File: src/rtl/pfixed_to_pfloat_v.sv
// Signed two's-complement fixed point to IEEE-754 single precision converter.
// The operand is captured on a Begin/ACK handshake, made positive, normalised
// by one left shift per clock, and packed with a truncated mantissa.
module pfixed_to_pfloat_v #(
    parameter int unsigned FRAC_BITS = 21
) (
    input  logic        CLK,
    input  logic        RST_FX,
    input  logic        RST_FSM_FX,
    input  logic        Begin_FSM_FX,
    input  logic [31:0] FIXED,
    output logic        BUSY_FX,
    output logic        ACK_FX,
    output logic [31:0] RESULT
);

    typedef enum logic [2:0] {
        S_IDLE,
        S_ABS,
        S_NORM,
        S_PACK,
        S_DONE
    } state_t;

    // Biased exponent of an operand whose leading one sits at bit 31:
    // 127 + (31 - FRAC_BITS). The 8-bit subtraction below wraps exactly like
    // a wider sum truncated to 8 bits would.
    localparam logic [7:0] EXP_BASE = 8'(158 - FRAC_BITS);

    state_t      state_q, state_d;
    logic [31:0] fx_q, fx_d;
    logic [31:0] mag_q, mag_d;
    logic        sgn_q, sgn_d;
    logic [4:0]  shcnt_q, shcnt_d;
    logic [31:0] result_q, result_d;
    logic [7:0]  exp_w;

    // Exponent of the normalised magnitude.
    always_comb begin
        exp_w = EXP_BASE - {3'b000, shcnt_q};
    end

    // Next-state and datapath update for the conversion sequence.
    always_comb begin
        state_d  = state_q;
        fx_d     = fx_q;
        mag_d    = mag_q;
        sgn_d    = sgn_q;
        shcnt_d  = shcnt_q;
        result_d = result_q;

        if (RST_FSM_FX) begin
            state_d = S_IDLE;
        end else begin
            unique case (state_q)
                S_IDLE: begin
                    if (Begin_FSM_FX) begin
                        fx_d    = FIXED;
                        shcnt_d = '0;
                        state_d = S_ABS;
                    end
                end
                S_ABS: begin
                    sgn_d   = fx_q[31];
                    mag_d   = fx_q[31] ? (~fx_q + 32'd1) : fx_q;
                    state_d = (fx_q == '0) ? S_PACK : S_NORM;
                end
                S_NORM: begin
                    if (!mag_q[31]) begin
                        mag_d   = mag_q << 1;
                        shcnt_d = shcnt_q + 5'd1;
                    end else begin
                        state_d = S_PACK;
                    end
                end
                S_PACK: begin
                    // Only a zero operand reaches PACK with a zero magnitude.
                    if (mag_q == '0) begin
                        result_d = '0;
                    end else begin
                        result_d = {sgn_q, exp_w, mag_q[30:8]};
                    end
                    state_d = S_DONE;
                end
                S_DONE: begin
                    state_d = S_DONE;
                end
                default: begin
                    state_d = S_IDLE;
                end
            endcase
        end
    end

    // State and datapath registers with asynchronous active-low clear.
    always_ff @(posedge CLK or negedge RST_FX) begin
        if (!RST_FX) begin
            state_q  <= S_IDLE;
            fx_q     <= '0;
            mag_q    <= '0;
            sgn_q    <= 1'b0;
            shcnt_q  <= '0;
            result_q <= '0;
        end else begin
            state_q  <= state_d;
            fx_q     <= fx_d;
            mag_q    <= mag_d;
            sgn_q    <= sgn_d;
            shcnt_q  <= shcnt_d;
            result_q <= result_d;
        end
    end

    // Moore handshake outputs decoded from the registered state.
    always_comb begin
        BUSY_FX = (state_q == S_ABS) || (state_q == S_NORM) || (state_q == S_PACK);
        ACK_FX  = (state_q == S_DONE);
        RESULT  = result_q;
    end

endmodule

File: config.mk
export PLATFORM = sky130hd
export DESIGN_NAME = pfixed_to_pfloat_v
export DESIGN_NICKNAME = d
export VERILOG_FILES = /design/src/rtl/pfixed_to_pfloat_v.sv
export SDC_FILE = /design/constraint.sdc
export NUM_CORES = 1
export LEC_CHECK = 0
export CAP_MARGIN = 20
export CORE_ASPECT_RATIO = 0.8
export CORE_MARGIN = 5
export CORE_UTILIZATION = 55
export DETAILED_ROUTE_END_ITERATION = 7
export GPL_ROUTABILITY_DRIVEN = 1
export PLACE_DENSITY = 0.77
export SYNTH_ARGS = -nofsm -noshare
export SYNTH_HDL_FRONTEND = slang
export SYNTH_SLANG_ARGS = --single-unit
File: constraint.sdc
create_clock -name CLK -period 3.2 [get_ports CLK]
set_input_delay 0.32 -clock CLK [delete_from_list [all_inputs] [get_ports CLK]]
set_output_delay 0.32 -clock CLK [all_outputs]
set_load 0.01 [all_outputs]
==> results of run 1 <==
metal layers:
| layer | routed length (µm) | vias up | GRT usage (%) |
|---|---|---|---|
| met5 | 0 | - | 0 |
| met4 | 267 | 0 | 7.84 |
| met3 | 1040 | 23 | 5.36 |
| met2 | 5750 | 213 | 34.0 |
| met1 | 6030 | 2148 | 33.8 |
| li1 | - | 2163 | - |
flip-flops by register name, summed over array words and instances (netlist names):
register	cells
shcnt_q	5
fx_q	32
state_q	3
RESULT	32
mag_q	32
sgn_q	1
report_power, final:
group / switching, µW / leakage [µW] / internal [µW]
logic: 1100 / 0.00137 / 930
registers: 606 / 0.00133 / 1850
clock network: 484 / 0.000156 / 674
Yosys cell counts (3+ instances only):
cell type,count
sky130_fd_sc_hd__o21ai_0,43
sky130_fd_sc_hd__ha_1,4
sky130_fd_sc_hd__or2_2,6
sky130_fd_sc_hd__nor3_1,5
sky130_fd_sc_hd__o41ai_1,11
sky130_fd_sc_hd__nand2_1,192
sky130_fd_sc_hd__nor3b_1,4
sky130_fd_sc_hd__and3_1,14
sky130_fd_sc_hd__xnor2_1,11
sky130_fd_sc_hd__o221ai_1,5
sky130_fd_sc_hd__nor4_1,12
sky130_fd_sc_hd__nand3_1,6
sky130_fd_sc_hd__or3_1,8
sky130_fd_sc_hd__or4_1,3
sky130_fd_sc_hd__xor2_1,19
sky130_fd_sc_hd__nand2b_1,3
sky130_fd_sc_hd__o31ai_1,13
sky130_fd_sc_hd__nor2_1,26
sky130_fd_sc_hd__a21oi_1,24
sky130_fd_sc_hd__dfrtp_1,105
sky130_fd_sc_hd__nand4_1,6
sky130_fd_sc_hd__clkbuf_1,37
sky130_fd_sc_hd__inv_1,12
sky130_fd_sc_hd__a221oi_1,5
area by class of cell:
type / count / share of cell area (%)
Sequential cell: 105 / 41.8
Timing Repair Buffer: 78 / 12.2
Multi-Input combinational cell: 446 / 38.0
Clock buffer: 13 / 4.30
Inverter: 12 / 0.716
Tap cell: 115 / 2.29
Clock inverter: 3 / 0.756
cells in the final DEF, fill, tap and decap left out, drive strengths merged, types with 11 or more instances in the layout:
master         instances
xor2                  19
a21oi                 24
clkdlybuf4s50         68
dfrtp                105
inv                   12
nand2                192
nor2                  26
o31ai                 13
and3                  14
clkbuf                13
o21ai                 43
nor4                  12
o41ai                 11
xnor2                 11
through the flow:
| stage | hold WS, ns | cells |
|---|---|---|
| global placement | 0.370 | 756 |
| finish | -0.00183 | 772 |
| detailed placement | 0.387 | 756 |
| CTS | 0.0158 | 772 |
| floorplan | 0.0244 | 601 |
| global route | 0.0426 | 772 |
path summary, 6_finish.rpt:
kind / endpoint / cells past startpoint / from
worst max-delay path: mag_q[23] / 5 / fx_q[2]
worst min-delay path: RESULT[29] / 1 / RST_FX
worst max register to register: mag_q[23] / 5 / fx_q[2]
worst min register to register: RESULT[13] / 2 / RESULT[13]
max in group asynchronous: fx_q[17] / 2 / RST_FX
min in group CLK: RESULT[13] / 2 / RESULT[13]
cell families (layout without fill, tap and decap cells):
logic type	after synthesis	after routing	share of synthesized area (%)
AO/OA/AOI/OAI	118	118	14.6
flip-flops	105	105	50.6
multiplexers	1	1	0.193
AND/OR/NAND/NOR	293	293	25.0
buffers and inverters	50	106	3.63
adder cells (fa/ha/maj)	4	4	0.963
XOR/XNOR	30	30	5.06
==> summary.txt, run 1 <==
Run status
  • Run status: complete, but fails checks
  • Violations in the final reports: hold timing

Pwr
  • Peak supply drop: 0.000441 V
  • Power density normalized to cell area: 898 nW/µm²
  • Static leakage: 0.00285 µW
  • Total power draw: 5650 µW

Timing
  • RSZ-0062 raised after global routing: false
  • Largest clock skew in the final design: 0.00881 ns
  • Final total negative setup slack: 0 ns
  • Final worst path period share: 86.2%
  • Min Hold Slack: -0.00183 ns
  • Achievable frequency: 0.363 GHz
  • Crit path time final: 2.76 ns
  • Setup-failing EPs final: 0
  • Final Hold Vio Count: 3
  • Final critical-path setup slack: 0.442 ns
  • Slew HR: 28.6%
  • Final count of pins violating max slew: 0
  • Transition at the pin with the smallest max-transition slack: 1.07 ns

Global routing
  • Global-route wire length before repair: 21700 µm
  • Via count of the first global-routing pass: 4264
  • Largest net degree at the start of global routing: 59
  • Total global-route track usage: 23.2%
  • Initial antenna violation count: 0
  • Overflow left after global routing: 0

Route
  • Per-cell routed wire length: 17.0 µm
  • Drt total wl: 13100 µm
  • Vias after detailed routing: 4547
  • Detailed Route Iter0 Violations: 688
  • DRC violation count after routing: 0
  • Drt pass-1 iters: 5
  • Remaining number of nets flagged by the antenna check after routing: 0
  • Vias per inst: 5.89

Setup path
  • Maximum fanout encountered on the critical timing path: 11
  • Crit-path leading delay family: simple AND/OR/NAND/NOR gates
  • Crit path capture type: register
  • Slack of the worst reg-to-reg path: 0.44 ns
  • Worst path bufs/invs: 0
  • Arrival time worst endpoint: 2.99 ns
  • Crit path largest cell delay: 0.69 ns
  • Type of the worst setup path: register to register
  • Crit start category: register
  • Required @ worst endpoint: 3.43 ns
  • Slowest CP cell: sky130_fd_sc_hd__nor4_1
  • Cells along the critical path: nor4_1, nand4_1, or4_4, a221oi_2, a211oi_1

Floorplanning
  • Die Height: 97.0 µm
  • Number of core rows: 31
  • Area of the die: 11500 µm²
  • Area inside the core boundary: 9150 µm²
  • Number of top-level pins: 70
  • Initial core utilization: 56.8%
  • Horiz. Die Dim: 119 µm

Clock network
  • Clock tree from TritonCTS: done
  • Maximum buffer depth of the clock tree: 2
  • Number of H-tree branching levels: 3
  • Insertion delay to the later sink of the worst-skew pair: 0.35 ns
  • Number of buffers added by the clock tree synthesis step: 9
  • Clock tree root driver cell: sky130_fd_sc_hd__clkbuf_16
  • CTS resizes: 0
  • Post-CTS setup buffer count: 0
  • Clock sink total: 105
  • CTS clock-pin slew for the worst setup and hold paths: 0.07 ns
  • Quantity of hold-fixing buffers added after cts: 0

Logic synthesis
  • Post-synth ARST share: 100%
  • Cell accounting for the most synthesized area: sky130_fd_sc_hd__dfrtp_1
  • Yosys cell types: 42
  • Synthesized Nets: 641
  • Synth area leaders: sky130_fd_sc_hd__dfrtp_1, sky130_fd_sc_hd__nand2_1, sky130_fd_sc_hd__o21ai_0, sky130_fd_sc_hd__xor2_1, sky130_fd_sc_hd__clkbuf_1
  • Post-synth top area share: 50.6%
  • Yosys Warn Count: 0
  • Flops & latches, synth: 105
  • Top_reg_cell synth: sky130_fd_sc_hd__dfrtp_1
  • Seq/Total Area, Yosys: 50.6%
  • Cell count after synthesis: 601
  • Number of enable-type register cells in the synthesized netlist: 0
  • Netlist area before placement: 5200 µm²
  • Average instance area after synthesis: 8.65 µm²

Final layout
  • Post-route cell area: 6290 µm²
  • Area occupied by multi-input gates: 2390 µm²
  • End-of-flow core utilization: 68.7%
  • Fin nets: 692
  • Filler cells: 756
  • Area growth, synth to finish: 21.0%
  • Antenna diode count: 0
  • Share of cells above drive strength 1: 5.48%
  • Register cell area after layout: 2630 µm²

Run
  • Max-cap viol count: 0

Placement
  • Placed inst area: 5970 µm²
  • DPL Wire Length: 9200 µm
  • Routability congestion estimate: 0.957
  • Buffers added on ports: 69
  • Pre-CTS setup slack: 0.557 ns

Hold path
  • Kind of path behind the tightest hold check: input pin to asynchronous set/reset pin
(Power assumes the default switching activity.)
==> inputs of run 2 (changes only) <==
--- a/config.mk
+++ b/config.mk
@@ -11,6 +11,7 @@
 export CORE_UTILIZATION = 55
 export DETAILED_ROUTE_END_ITERATION = 7
 export GPL_ROUTABILITY_DRIVEN = 1
+export GPL_TIMING_DRIVEN = 1
 export PLACE_DENSITY = 0.77
 export SYNTH_ARGS = -nofsm -noshare
 export SYNTH_HDL_FRONTEND = slang
==> results of run 2 <==
No change in the layout: final DEF, timing and power equal those of run 1.
